$ cat config.mk
export PLATFORM = sky130hd
export DESIGN_NAME = rvfi_order_buffer
export DESIGN_NICKNAME = d
export VERILOG_FILES = /design/src/rtl/rvfi_order_buffer_pkg.sv /design/src/rtl/rvfi_order_buffer.sv
export SDC_FILE = /design/constraint.sdc
export NUM_CORES = 2
export LEC_CHECK = 0
export ABC_AREA = 1
export BUFFER_PORTS_ARGS = -buffer_cell sky130_fd_sc_hd__buf_2
export CORE_AREA = 2 2 354 356
export CTS_CLUSTER_DIAMETER = 30
export CTS_CLUSTER_SIZE = 28
export DETAILED_ROUTE_END_ITERATION = 7
export DIE_AREA = 0 0 356 358
export PLACE_DENSITY = 0.82
export SETUP_SLACK_MARGIN = 0.4
export SYNTH_ARGS = -nofsm -noshare
export SYNTH_HDL_FRONTEND = slang
export SYNTH_SLANG_ARGS = --single-unit
$ cat constraint.sdc
create_clock -name clock -period 15.35 [get_ports clock]
set_clock_uncertainty 0.05 [all_clocks]
set_input_delay 0.7675 -clock clock [delete_from_list [all_inputs] [get_ports clock]]
set_output_delay 0.7675 -clock clock [all_outputs]
set_load 0.03 [all_outputs]
$ cat src/rtl/rvfi_order_buffer_pkg.sv
// ============================================================================
// rvfi_order_buffer_pkg : shared RVFI order width and payload packing layout
// Revision: 1.0
// ============================================================================
`default_nettype none

package rvfi_order_buffer_pkg;

    localparam int ORDER_W = 64;

    // Check modules unpack the opaque payload with this same layout.
    typedef struct packed {
        logic [31:0] insn;
        logic [63:0] pc_rdata;
        logic [4:0]  rd_addr;
        logic [4:0]  rs1_addr;
        logic [4:0]  rs2_addr;
        logic        trap;
        logic [63:0] rd_wdata;
        logic [31:0] mem_addr;
        logic [3:0]  mem_wmask;
        logic [11:0] csr_addr;
        logic [31:0] reserved;
    } rvfi_payload_t;

    localparam int PAYLOAD_W = $bits(rvfi_payload_t);

    function automatic int payload_width();
        return PAYLOAD_W;
    endfunction

endpackage

`default_nettype wire

$ cat src/rtl/rvfi_order_buffer.sv
// ============================================================================
// rvfi_order_buffer : reorders out-of-order RVFI retirements into order sequence
// Revision: 1.0
// ============================================================================
`default_nettype none

module rvfi_order_buffer
    import rvfi_order_buffer_pkg::*;
#(
    parameter int DEPTH = 4,
    parameter int PW    = PAYLOAD_W
) (
    input  logic               clock,
    input  logic               resetn,
    input  logic               in_valid,
    input  logic [ORDER_W-1:0] in_order,
    input  logic [PW-1:0]      in_data,
    input  logic [ORDER_W-1:0] check_order,
    output logic               out_valid,
    output logic [ORDER_W-1:0] out_order,
    output logic [PW-1:0]      out_data,
    output logic               check,
    output logic               err
);

    localparam int               c_idx_w     = $clog2(DEPTH);
    localparam logic [ORDER_W:0] c_depth_ext = (ORDER_W + 1)'(DEPTH);

    logic [DEPTH-1:0]   r_slot_valid;
    logic [ORDER_W-1:0] r_slot_order [DEPTH];
    logic [PW-1:0]      r_slot_data  [DEPTH];
    logic [ORDER_W-1:0] r_next_order;

    logic [c_idx_w-1:0] w_in_idx;
    logic [c_idx_w-1:0] w_head;
    logic [ORDER_W:0]   w_in_ext;
    logic [ORDER_W:0]   w_next_ext;
    logic               w_in_window;
    logic               w_accept;
    logic               w_violation;
    logic               w_emit;
    logic [DEPTH-1:0]   w_set_mask;
    logic [DEPTH-1:0]   w_clr_mask;

    assign w_in_idx   = in_order[c_idx_w-1:0];
    assign w_head     = r_next_order[c_idx_w-1:0];

    // One extra bit keeps next_order+DEPTH from wrapping near 2^64.
    assign w_in_ext    = {1'b0, in_order};
    assign w_next_ext  = {1'b0, r_next_order};
    assign w_in_window = (w_in_ext >= w_next_ext) && (w_in_ext < (w_next_ext + c_depth_ext));

    assign w_accept    = in_valid && w_in_window && !r_slot_valid[w_in_idx];
    assign w_violation = in_valid && !w_accept;
    assign w_emit      = r_slot_valid[w_head];

    assign w_set_mask  = w_accept ? (DEPTH'(1) << w_in_idx) : '0;
    assign w_clr_mask  = w_emit   ? (DEPTH'(1) << w_head)   : '0;

    always_ff @(posedge clock or negedge resetn) begin
        if (!resetn) begin
            r_slot_valid <= '0;
            r_next_order <= '0;
            out_valid    <= 1'b0;
            out_order    <= '0;
            out_data     <= '0;
            err          <= 1'b0;
        end else begin
            // Insert and emit never target the same slot, so set wins trivially.
            r_slot_valid <= (r_slot_valid & ~w_clr_mask) | w_set_mask;
            out_valid    <= w_emit;
            if (w_emit) begin
                out_order    <= r_slot_order[w_head];
                out_data     <= r_slot_data[w_head];
                r_next_order <= r_next_order + 1'b1;
            end
            if (w_violation) begin
                err <= 1'b1;
            end
        end
    end

    // Slot contents are qualified by r_slot_valid and need no reset.
    always_ff @(posedge clock) begin
        if (w_accept) begin
            r_slot_order[w_in_idx] <= in_order;
            r_slot_data[w_in_idx]  <= in_data;
        end
    end

    assign check = out_valid && (out_order == check_order);

endmodule

`default_nettype wire

==> flow_metrics.py <==
metrics = {
    "power": {
        "p_total_mw": 18.2,
        "p_sw_frac": 0.382,
        "p_seq_frac": 0.324,
        "p_int_mw": 11.2,
        "p_per_area_nw_per_um2": 214,
        "leakage_nw": 31.7,
        "p_sw_mw": 6.93,
        "clockPowerShare": 0.372,
        "comb_power_share": 0.304,
        "peakVddDrop_mv": 0.378,
    },
    "synthesis": {
        "synth-main-ff-cell": "edfxtp_1",
        "async_reset_ff_frac": 0.234,
        "yosysTopAreaCell": "edfxtp_1",
        "post_synth_fa_ha_maj_area_fraction": 0.0242,
        "netlist_area_um2": 67600,
        "synth_xor_area_frac": 0.0167,
        "synth.area.top_cells": "edfxtp_1, dfrtp_1, nor2_1, o21ai_0, a31oi_1",
        "synthMostInstantiatedCell": "nor2_1",
        "syn_avg_cell_area_um2": 11.9,
        "netlist_instances": 5689,
        "synth_common_cells": "nor2_1, edfxtp_1, o21ai_0",
        "yosysUniqueCellTypes": 43,
        "synth-edff-count": 1280,
        "synth_compound_area_frac": 0.0921,
        "ys_seq_area_frac": 0.713,
        "yosys.area_share.simple": 0.125,
        "ys_warn_count": 0,
        "ys_ff_latch": 1670,
        "synth_mux_area_frac": 0,
        "yosysTopAreaCellShare": 0.569,
        "synth_top_family_by_area": "simple AND/OR/NAND/NOR gates",
        "synthesis.nets": 6207,
    },
    "finish": {
        "drive_above_1_share": 0.191,
        "areaGrowthSynthToFinish_pct": 25.2,
        "final_util": 0.687,
        "filler_cell_count": 7788,
        "seqCellArea_um2": 48200,
        "multi_input_area_um2": 17400,
        "layout.cells.non_filler": 8563,
        "final_nets": 7167,
    },
    "worst_setup_path": {
        "critPathCaptureType": "flop",
        "cp_data_arrival_time_ns": 7.03,
        "crit_top_cell": "nand2_1",
        "reg2reg_slack_ns": 8.74,
        "crit_path_max_fanout": 89,
        "max_stage_delay_ns": 0.91,
        "path_class": "reg -> reg",
        "required_ns": 15.77,
        "critPathSlowestCell": "buf_4",
        "start_kind": "flop",
        "crit_chain": "inv_2 -> nor4_2 -> inv_1 -> nor2_2 -> inv_1 -> nor3_2 -> nand2_1 -> nor2_1 -> xor2_1 -> ha_1 -> nand2_1 -> nor2_1 -> a211oi_1 -> o21ai_0 -> a21oi_1 -> nand2_1 -> nand2_1 -> nand4_1 -> inv_8 -> buf_4 -> buf_4",
    },
    "global_routing": {
        "antenna_found_initial": 46,
        "gr-total-overflow": 0,
        "grt_pass1_wl_um": 320000,
        "first_global_vias": 51900,
        "track_usage": 0.338,
        "grt_start_max_net_pins": 256,
    },
    "cts": {
        "clk_pin_slew_worst_paths_ns": 0.06,
        "cts_buffer_depth": 4,
        "clk_latency_ns": 0.90,
        "cts.sinks": 1670,
        "cts_made_buffers": 310,
        "postCtsSetupRepairBufs": 0,
        "tritoncts": "done",
        "htreeDepth": 5,
        "cts-root-buf": "clkbuf_16",
    },
    "timing": {
        "finalHoldViolCount": 0,
        "fmax_mhz": 151,
        "setup_viol": 0,
        "fin_crit_ns": 6.61,
        "setup_tns_ns": 0,
        "relSlewSlack": 0.0493,
        "drv_slew": 0,
        "finalCritPeriodShare": 0.430,
        "rsz0062_at_grt": "no",
        "worst_slew_pin_slew_ns": 1.41,
    },
    "drt": {
        "wirelength_um": 220000,
        "initialDrtViolationCount": 6820,
        "avgViaCountPerCell": 6.04,
        "first_pass_iters": 6,
        "drc": 0,
        "detail-route-antenna-nets": 0,
        "vias": 51700,
        "wire_per_inst_um": 25.7,
    },
    "floorplanning": {
        "core_um2": 123000,
        "start_util": 0.548,
        "die-width_um": 356,
        "num_rows": 129,
        "die_y_um": 358,
        "io_pins": 710,
        "die_area_um2": 127000,
    },
    "placed_design": {
        "hpwl_um": 122000,
        "placed_cells": 7792,
        "io_buffers": 709,
        "gp_congestion": 0.984,
    },
    "worst_hold_path": {
        "hp-class": "in -> reg",
    },
    "job": {
        "cap_violations": 0,
    },
    "run_status": {
        "status": "completed",
    },
}
[area by class of cell]
| type | count | area share |
|---|---|---|
| tap | 1637 | 0.0242 |
| sequential | 1670 | 0.569 |
| timing repair buffer | 938 | 0.0685 |
| multi-input combinational | 3524 | 0.206 |
| antenna | 40 | 0.00118 |
| clock buffer | 373 | 0.0974 |
| clock inverter | 176 | 0.0239 |
| inverter | 205 | 0.00962 |
[cells in the final DEF (no fill, tap or decap), types with 10 or more instances in the layout]
cell type      instances
edfxtp_1            1280
ha_1                 131
clkbuf_8              17
dfrtp_1              388
nand2_2               10
bufinv_16             31
nor2_2                15
diode_2               40
xor2_1               116
nor3_1                35
clkinv_1              11
a21oi_1               61
buf_2                708
clkbuf_1              42
inv_8                 17
a31oi_1              283
dlygate4sd3_1        182
clkinv_4              23
nand4_1               44
clkbuf_16            314
inv_1                192
xnor2_1               11
nand3_1               39
clkinvlp_4            30
clkinv_2              32
o22ai_1               49
nor2_1              1631
nor4_1                16
nand2_1              300
o21ai_0              718
a22o_1                10
inv_6                 37
buf_4                 42
[flip-flops by register name, indices dropped and copies added (netlist names)]
name,flops
r_slot_data,1024
out_data,256
r_slot_order,256
out_order,64
r_next_order,64
r_slot_valid,4
err,1
out_valid,1
[worst paths after layout]
kind,start,end,cells after the start
max,r_next_order[30]$_DFFE_PN0P_,r_slot_data[0][26]$_DFFE_PP_,21
min,in_data[138],r_slot_data[3][138]$_DFFE_PP_,1
max reg2reg,r_next_order[30]$_DFFE_PN0P_,r_slot_data[0][26]$_DFFE_PP_,21
min reg2reg,err$_DFFE_PN0P_,err$_DFFE_PN0P_,2
max in group asynchronous,resetn,out_data[26]$_DFFE_PN0P_,4
min in group asynchronous,resetn,out_data[121]$_DFFE_PN0P_,2
[through the flow]
step / setup WS, ns / cell area, um2 / hold slack (ns)
after floorplan: 5.75 / 67600 / 0.400
after global placement: 8.91 / 72500 / 0.406
after detailed placement: 8.83 / 72500 / 0.419
after CTS: 8.77 / 84600 / 0.000383
after global routing: 8.38 / 84600 / 0.0101
final: 8.74 / 84700 / 0.0535
[cell families after synthesis]
group                      count (synthesis)
buffers and inverters                    495
DFF                                     1670
xor gates and xnor gates                 128
adders and majority gates                131
AOI/OAI and AO/OA                       1142
and+or+nand+nor                         2123
[worst max-delay path: cells and delay by family, from the launching register on]
kind / cells / cell delay, ns
AOI/OAI and AO/OA: 3 / 0.54
xor gates and xnor gates: 1 / 0.17
adders and majority gates: 1 / 0.26
buffers and inverters: 6 / 2.74
DFF: 1 / 0.46
and+or+nand+nor: 10 / 1.87
[layer usage]
| metal | vias up | track usage | wire, um |
|---|---|---|---|
| met2 | 3614 | 0.540 | 105000 |
| li1 | 22100 | - | - |
| met1 | 25200 | 0.413 | 77900 |
| met5 | - | 0 | 178 |
| met3 | 816 | 0.0981 | 24100 |
| met4 | 28 | 0.191 | 13400 |
[power groups by stage]
stage / clock network [mW] / registers, mW / logic (mW)
floorplan: 0 / 6.59 / 2.71
global placement: 0 / 5.87 / 4.95
detailed placement: 0 / 5.89 / 5.12
CTS: 6.74 / 5.83 / 5.32
global route: 7.00 / 5.90 / 5.88
finish: 6.76 / 5.88 / 5.52
[repair_timing]
action,4_1_cts,5_1_grt
endpoints found under the hold margin,752,0
resized for setup,0,0
hold buffers,182,0
(Power assumes the default switching activity.)
